==> src/rtl/sysbus_interconnect_if.sv <==
// rtl/sysbus_interconnect_if.sv - master-side and slave-side bus bundles for the system interconnect
interface mbus_if #(
    parameter int DW = 32
);
    logic          m_en;
    logic          m_rdwr;
    logic [31:0]   m_addr;
    logic [DW-1:0] m_wr_data;
    logic [DW/8-1:0] m_mask;
    logic          m_busy;
    logic          m_rd_valid;
    logic [DW-1:0] m_rd_data;
    logic          m_err;

    modport master (
        output m_en, m_rdwr, m_addr, m_wr_data, m_mask,
        input  m_busy, m_rd_valid, m_rd_data, m_err
    );
    modport slave (
        input  m_en, m_rdwr, m_addr, m_wr_data, m_mask,
        output m_busy, m_rd_valid, m_rd_data, m_err
    );
endinterface

interface sbus_if #(
    parameter int N_SLV = 3,
    parameter int DW    = 32
);
    logic [N_SLV-1:0]    s_en;
    logic                s_rdwr;
    logic [31:0]         s_addr;
    logic [DW-1:0]       s_wr_data;
    logic [DW/8-1:0]     s_mask;
    logic [N_SLV*DW-1:0] s_rd_data;
    logic [N_SLV-1:0]    s_rd_valid;

    modport master (
        output s_en, s_rdwr, s_addr, s_wr_data, s_mask,
        input  s_rd_data, s_rd_valid
    );
    modport slave (
        input  s_en, s_rdwr, s_addr, s_wr_data, s_mask,
        output s_rd_data, s_rd_valid
    );
endinterface

==> src/rtl/sysbus_interconnect.sv <==
// rtl/sysbus_interconnect.sv - single-master N-slave bus decoder with one outstanding read
module sysbus_interconnect #(
    parameter int N_SLV  = 3,
    parameter int SEL_HI = 31,
    parameter int SEL_LO = 28,
    parameter logic [N_SLV*(SEL_HI-SEL_LO+1)-1:0] SLV_TAG = {4'h8, 4'h9, 4'h0},
    parameter int TIMEOUT = 15,
    parameter int DW      = 32
) (
    input  logic        clk,
    input  logic        rst,
    mbus_if.slave       m,
    sbus_if.master      s,
    output logic [15:0] err_count
);
    localparam int TW  = SEL_HI - SEL_LO + 1;
    localparam int SW  = (N_SLV > 1) ? $clog2(N_SLV) : 1;
    localparam int TMW = $clog2(TIMEOUT + 1);

    typedef enum logic [1:0] {IDLE, WAIT, RESP} state_t;

    state_t          state;
    logic            busy_q;
    logic            rd_valid_q;
    logic            err_q;
    logic [DW-1:0]   rd_data_q;
    logic [15:0]     err_cnt_q;
    logic [SW-1:0]   sel_q;
    logic [TMW-1:0]  timer;
    logic [SW-1:0]   sel;
    logic            any_hit;
    logic            accept;

    // Descending scan so the lowest matching index is the last one written.
    always_comb begin
        any_hit = 1'b0;
        sel     = '0;
        for (int i = N_SLV - 1; i >= 0; i--) begin
            if (m.m_addr[SEL_HI:SEL_LO] == SLV_TAG[i*TW +: TW]) begin
                any_hit = 1'b1;
                sel     = SW'(i);
            end
        end
    end

    assign accept      = m.m_en & ~busy_q & any_hit;
    assign s.s_en      = accept ? (N_SLV'(1) << sel) : '0;
    assign s.s_rdwr    = m.m_rdwr;
    assign s.s_addr    = m.m_addr & 32'hFFFF_FFFC;
    assign s.s_wr_data = m.m_wr_data;
    assign s.s_mask    = m.m_mask;

    assign m.m_busy     = busy_q;
    assign m.m_rd_valid = rd_valid_q;
    assign m.m_rd_data  = rd_data_q;
    assign m.m_err      = err_q;
    assign err_count    = err_cnt_q;

    function automatic logic [15:0] sat_inc(input logic [15:0] v);
        return (v == 16'hFFFF) ? v : v + 16'd1;
    endfunction

    always_ff @(posedge clk or negedge rst) begin
        if (!rst) begin
            state      <= IDLE;
            busy_q     <= 1'b0;
            rd_valid_q <= 1'b0;
            err_q      <= 1'b0;
            rd_data_q  <= '0;
            err_cnt_q  <= '0;
            sel_q      <= '0;
            timer      <= '0;
        end else begin
            rd_valid_q <= 1'b0;
            err_q      <= 1'b0;
            case (state)
                IDLE: begin
                    if (m.m_en && !any_hit) begin
                        // Unmapped: writes only raise the error, reads also return zero data.
                        state      <= RESP;
                        busy_q     <= 1'b1;
                        err_q      <= 1'b1;
                        rd_valid_q <= ~m.m_rdwr;
                        if (!m.m_rdwr) rd_data_q <= '0;
                        err_cnt_q  <= sat_inc(err_cnt_q);
                    end else if (m.m_en && !m.m_rdwr) begin
                        state  <= WAIT;
                        busy_q <= 1'b1;
                        sel_q  <= sel;
                        timer  <= '0;
                    end
                end
                WAIT: begin
                    if (s.s_rd_valid[sel_q]) begin
                        state      <= RESP;
                        rd_valid_q <= 1'b1;
                        rd_data_q  <= s.s_rd_data[sel_q*DW +: DW];
                    end else if (timer == TMW'(TIMEOUT - 1)) begin
                        state      <= RESP;
                        rd_valid_q <= 1'b1;
                        err_q      <= 1'b1;
                        rd_data_q  <= '0;
                        err_cnt_q  <= sat_inc(err_cnt_q);
                    end else begin
                        timer <= timer + 1'b1;
                    end
                end
                RESP: begin
                    state  <= IDLE;
                    busy_q <= 1'b0;
                end
                default: begin
                    state  <= IDLE;
                    busy_q <= 1'b0;
                end
            endcase
        end
    end
endmodule
==> src/flat_wrapper.sv <==
// flat-port wrapper written by rule: the top's interface ports become plain ports
module sysbus_interconnect_flat 
#(
    parameter int N_SLV  = 3,
    parameter int SEL_HI = 31,
    parameter int SEL_LO = 28,
    parameter logic [N_SLV*(SEL_HI-SEL_LO+1)-1:0] SLV_TAG = {4'h8, 4'h9, 4'h0},
    parameter int TIMEOUT = 15,
    parameter int DW      = 32
)
  (clk, rst, err_count, m_m_en, m_m_rdwr, m_m_addr, m_m_wr_data, m_m_mask, m_m_busy, m_m_rd_valid, m_m_rd_data, m_m_err, s_s_en, s_s_rdwr, s_s_addr, s_s_wr_data, s_s_mask, s_s_rd_data, s_s_rd_valid);
  mbus_if #(.DW(DW)) m_i ();
  sbus_if #(.N_SLV(N_SLV), .DW(DW)) s_i ();
  input  logic clk;
  input  logic rst;
  output logic [15:0] err_count;
  input wire logic [$bits(m_i.m_en)-1:0] m_m_en;
  input wire logic [$bits(m_i.m_rdwr)-1:0] m_m_rdwr;
  input wire logic [$bits(m_i.m_addr)-1:0] m_m_addr;
  input wire logic [$bits(m_i.m_wr_data)-1:0] m_m_wr_data;
  input wire logic [$bits(m_i.m_mask)-1:0] m_m_mask;
  output wire logic [$bits(m_i.m_busy)-1:0] m_m_busy;
  output wire logic [$bits(m_i.m_rd_valid)-1:0] m_m_rd_valid;
  output wire logic [$bits(m_i.m_rd_data)-1:0] m_m_rd_data;
  output wire logic [$bits(m_i.m_err)-1:0] m_m_err;
  output wire logic [$bits(s_i.s_en)-1:0] s_s_en;
  output wire logic [$bits(s_i.s_rdwr)-1:0] s_s_rdwr;
  output wire logic [$bits(s_i.s_addr)-1:0] s_s_addr;
  output wire logic [$bits(s_i.s_wr_data)-1:0] s_s_wr_data;
  output wire logic [$bits(s_i.s_mask)-1:0] s_s_mask;
  input wire logic [$bits(s_i.s_rd_data)-1:0] s_s_rd_data;
  input wire logic [$bits(s_i.s_rd_valid)-1:0] s_s_rd_valid;
  assign m_i.m_en = m_m_en;
  assign m_i.m_rdwr = m_m_rdwr;
  assign m_i.m_addr = m_m_addr;
  assign m_i.m_wr_data = m_m_wr_data;
  assign m_i.m_mask = m_m_mask;
  assign m_m_busy = m_i.m_busy;
  assign m_m_rd_valid = m_i.m_rd_valid;
  assign m_m_rd_data = m_i.m_rd_data;
  assign m_m_err = m_i.m_err;
  assign s_s_en = s_i.s_en;
  assign s_s_rdwr = s_i.s_rdwr;
  assign s_s_addr = s_i.s_addr;
  assign s_s_wr_data = s_i.s_wr_data;
  assign s_s_mask = s_i.s_mask;
  assign s_i.s_rd_data = s_s_rd_data;
  assign s_i.s_rd_valid = s_s_rd_valid;
  sysbus_interconnect #(.N_SLV(N_SLV), .SEL_HI(SEL_HI), .SEL_LO(SEL_LO), .SLV_TAG(SLV_TAG), .TIMEOUT(TIMEOUT), .DW(DW)) u_core (.clk(clk), .rst(rst), .m(m_i), .s(s_i), .err_count(err_count));
endmodule
==> config.mk <==
export PLATFORM = sky130hd
export DESIGN_NAME = sysbus_interconnect_flat
export DESIGN_NICKNAME = d
export VERILOG_FILES = /design/src/rtl/sysbus_interconnect_if.sv /design/src/rtl/sysbus_interconnect.sv /design/src/flat_wrapper.sv
export SDC_FILE = /design/constraint.sdc
export NUM_CORES = 1
export LEC_CHECK = 0
export CAP_MARGIN = 20
export CELL_PAD_IN_SITES_DETAIL_PLACEMENT = 0
export CELL_PAD_IN_SITES_GLOBAL_PLACEMENT = 1
export CORE_MARGIN = 1
export CORE_UTILIZATION = 21
export CTS_BUF_LIST = sky130_fd_sc_hd__clkbuf_2 sky130_fd_sc_hd__clkbuf_4 sky130_fd_sc_hd__clkbuf_8
export DETAILED_ROUTE_END_ITERATION = 16
export GPL_TIMING_DRIVEN = 0
export PLACE_DENSITY_LB_ADDON = 0.25
export SYNTH_ARGS = -nofsm -noshare
export SYNTH_HDL_FRONTEND = slang
export SYNTH_SLANG_ARGS = --single-unit
==> constraint.sdc <==
create_clock -name clk -period 1.8 [get_ports clk]
set_input_delay 0.36 -clock clk [delete_from_list [all_inputs] [get_ports clk]]
set_output_delay 0.36 -clock clk [all_outputs]
set_load 0.05 [all_outputs]
==> load_flow_metrics.sql <==
INSERT INTO impl_metrics (metric_group, metric, value, unit) VALUES
('outcome', 'status', 'finished with violations', ''),
('outcome', 'violations_in_the_final_reports', 'setup timing', ''),
('finish', 'layout.filler_cells', '1716', ''),
('logic_synthesis', 'cell_area_after_synthesis', '0.00371', 'mm2'),
('floorplanning', 'floorplan.die_area', '0.0182', 'mm2'),
('global_routing', 'grt_usage', '0.141', ''),
('placed_design', 'placed_cell_area', '0.00638', 'mm2'),
('timing', 'fin_tns_setup', '-0.194', 'ns'),
('clocking', 'cts_hold_buffers_added', '0', ''),
('detailed_routing', 'drt_iter0_drc', '128', ''),
('flow_run', 'max-cap-violations', '0', ''),
('finish', 'finalInstanceArea', '0.00701', 'mm2'),
('placed_design', 'pre_cts_ws', '-0.731', 'ns'),
('finish', 'fin_nets', '820', ''),
('critical_path', 'reg2reg_launch_point', 'u_core.err_count[1]', ''),
('finish', 'area_growth_syn_to_fin', '88.9', '%'),
('critical_path', 'critical_path_class', 'reg2reg', ''),
('timing', 'worst_pin_slew', '0.806', 'ns'),
('critical_path', 'timing.critical_path.from', 'u_core.err_count[1]', ''),
('critical_path', 'required', '2.02', 'ns'),
('finish', 'leading_cell_types_in_the_layout_fill_and_taps_excluded', 'sky130_fd_sc_hd__clkdlybuf4s50_1 (162), sky130_fd_sc_hd__buf_4 (90), sky130_fd_sc_hd__dlygate4sd2_1 (54)', ''),
('logic_synthesis', 'synthMuxAreaShare', '0.101', ''),
('logic_synthesis', 'ys_warn_count', '0', ''),
('pwr', 'ir_worst_vdd', '0.421', 'mV'),
('worst_hold_path', 'worstHoldPathType', 'in2async', ''),
('detailed_routing', 'ant_nets', '0', ''),
('critical_path', 'reg2reg_slack', '-0.06', 'ns'),
('clocking', 'clockBufferDepth', '2', ''),
('logic_synthesis', 'synthAdderAreaFrac', '0.0101', ''),
('detailed_routing', 'dr_total_vias', '3741', ''),
('finish', 'layout.cells.non_filler', '876', ''),
('floorplanning', 'boundaryPins', '294', ''),
('clocking', 'cts_made_buffers', '9', ''),
('logic_synthesis', 'synth-xor-area-share', '0.0307', ''),
('floorplanning', 'rows', '48', ''),
('logic_synthesis', 'synthSimpleGateAreaFrac', '0.137', ''),
('logic_synthesis', 'synth-seq-cells', '59', ''),
('critical_path', 'cp-end-kind', 'register', ''),
('critical_path', 'r2r_end', 'u_core.err_count[14]', ''),
('timing', 'clock.fmax', '0.537', 'GHz'),
('logic_synthesis', 'synth_cells', '380', ''),
('detailed_routing', 'drc_errors', '0', ''),
('pwr', 'pwr_density_cell', '966', 'mW/mm2'),
('critical_path', 'cp-start-kind', 'register', ''),
('timing', 'slew_violations', '0', ''),
('logic_synthesis', 'synth_edf_count', '0', ''),
('global_routing', 'grt_pass1_wl', '19700', 'um'),
('floorplanning', 'initial_cell_density_of_the_core', '0.214', ''),
('detailed_routing', 'number_of_search_and_repair_iterations_in_the_first_detailed_routing_pass', '4', ''),
('detailed_routing', 'routed_wire_length_per_instance', '14.9', 'um'),
('timing', 'timing.final.ws_setup', '-0.0606', 'ns'),
('logic_synthesis', 'synthesis.area_per_instance', '9.76', 'um2'),
('pwr', 'p_leak', '0.00307', 'uW'),
('placed_design', 'gp_congestion', '0.753', ''),
('timing', 'finalWorstPathRequiredPeriod', '1.86', 'ns'),
('timing', 'min_period_over_period', '1.03', ''),
('placed_design', 'dpl.hpwl', '9580', 'um'),
('finish', 'insertedDiodeCount', '0', ''),
('floorplanning', 'fp.coreArea', '0.0173', 'mm2'),
('placed_design', 'port_buffers', '227', ''),
('clocking', 'root_buffer', 'sky130_fd_sc_hd__clkbuf_8', ''),
('clocking', 'cts_tree', 'done', ''),
('floorplanning', 'die-width', '135', 'um'),
('detailed_routing', 'avgViaCountPerCell', '4.27', ''),
('logic_synthesis', 'synth_compound_area_frac', '0.147', ''),
('timing', 'setup_violations', '18', ''),
('critical_path', 'timing.critical_path.arrival', '2.09', 'ns'),
('global_routing', 'pin_count_of_the_biggest_net_entering_global_routing', '60', ''),
('logic_synthesis', 'dominant_combinational_cell_family_by_area_after_synthesis', 'buffers and inverters', ''),
('finish', 'final_layout_size_suffix_gt1_frac', '0.284', ''),
('critical_path', 'capturing_instance_or_port_of_the_critical_path', 'u_core.err_count[14]', '');
-- per-layer routing --
| metal | wire (um) | global-route usage | up-vias | share of wire |
|---|---|---|---|---|
| met3 | 919 | 0.0327 | 8 | 0.070 |
| met2 | 6540 | 0.247 | 168 | 0.50 |
| met1 | 5460 | 0.171 | 1766 | 0.42 |
| met5 | 0 | 0 | - | 0 |
| met4 | 115 | 0.0412 | 0 | 0.0088 |
| li1 | - | - | 1799 | - |
-- registers in the layout, summed over array words and instances, names as in the netlist --
name,cells
u_core.m.m_err,1
u_core.m.m_rd_valid,1
u_core.m.m_busy,1
u_core.err_count,16
u_core.state,2
u_core.m.m_rd_data,32
u_core.sel_q,2
u_core.timer,4
-- critical path, stage by stage (launching register included) --
cell and delay [ns]:
sky130_fd_sc_hd__dfrtp_2 0.39, sky130_fd_sc_hd__buf_12 0.10, sky130_fd_sc_hd__ha_4 0.13, sky130_fd_sc_hd__nand3_4 0.08, sky130_fd_sc_hd__or3_4 0.38, sky130_fd_sc_hd__buf_6 0.14, sky130_fd_sc_hd__nor3b_4 0.22, sky130_fd_sc_hd__mux2_4 0.31
-- layout make-up --
type,count,area (um2),area share
Inverter,4,15.0,0.00214
Clock inverter,2,10.0,0.00143
Clock buffer,14,174,0.0248
Buffer,90,688,0.0982
Tap cell,225,282,0.0402
Sequential cell,59,1490,0.213
Multi-Input combinational cell,227,1860,0.266
Timing Repair Buffer,255,2480,0.354
-- synthesized netlist by cell type, types with 2 or more instances --
library cell / n / area share
sky130_fd_sc_hd__mux2_2: 2 / 0.0061
sky130_fd_sc_hd__nand4_1: 2 / 0.0034
sky130_fd_sc_hd__nor3_1: 8 / 0.011
sky130_fd_sc_hd__buf_6: 2 / 0.0061
sky130_fd_sc_hd__nor2_1: 5 / 0.0051
sky130_fd_sc_hd__inv_1: 4 / 0.0040
sky130_fd_sc_hd__or3_1: 4 / 0.0067
sky130_fd_sc_hd__clkbuf_1: 10 / 0.010
sky130_fd_sc_hd__buf_2: 7 / 0.0094
sky130_fd_sc_hd__nor4_1: 2 / 0.0034
sky130_fd_sc_hd__nor4_2: 4 / 0.013
sky130_fd_sc_hd__a22o_1: 32 / 0.076
sky130_fd_sc_hd__xor2_1: 12 / 0.028
sky130_fd_sc_hd__nand3_1: 10 / 0.013
sky130_fd_sc_hd__o21ai_0: 36 / 0.049
sky130_fd_sc_hd__nor3b_1: 3 / 0.0061
sky130_fd_sc_hd__nor2b_1: 3 / 0.0051
sky130_fd_sc_hd__nand2_1: 42 / 0.043
sky130_fd_sc_hd__dfrtp_1: 59 / 0.40
sky130_fd_sc_hd__buf_4: 71 / 0.14
sky130_fd_sc_hd__nand2b_1: 4 / 0.0067
sky130_fd_sc_hd__mux2i_1: 34 / 0.092
sky130_fd_sc_hd__ha_1: 3 / 0.010
-- where the power goes --
group / internal [uW] / switching [uW]
combinational: 1390 / 2230
clock: 618 / 541
sequential: 1690 / 297
-- worst min-delay path by stage --
stage	slack (ns)	to	cells past startpoint	from
4_1_cts	0.13	u_core.err_count[8]	1	rst
2_1_floorplan	0.06	u_core.err_count[0]	0	rst
6_report	0.1	u_core.err_count[8]	1	rst
3_5_place_dp	0.48	u_core.timer[3]	1	u_core.timer[3]
3_3_place_gp	0.46	u_core.timer[3]	1	u_core.timer[3]
5_1_grt	0.16	u_core.err_count[8]	1	rst
-- per-stage QoR --
stage,utilization,total power [uW]
after floorplan,-,4210
after global placement,0.369,5490
after detailed placement,0.369,5540
after CTS,0.401,6780
after global routing,0.405,7160
final,0.405,6770
-- cell families (layout without fill, tap and decap cells) --
kind of cell	count (synthesis)	in the layout
AO/OA/AOI/OAI	76	76
XOR/XNOR	13	13
AND/OR/NAND/NOR	96	96
other	1	2
adder cells (fa/ha/maj)	3	3
multiplexers	37	37
flip-flops	59	59
buffers and inverters	95	365
-- timing repair --
action	CTS	global route
endpoints found under the hold margin	0	0
resized for setup	135	23
gates cloned	2	0
setup buffers	22	6
setup endpoints to repair	114	53
pin swaps	15	27
Power figures use the tool's default switching activity.
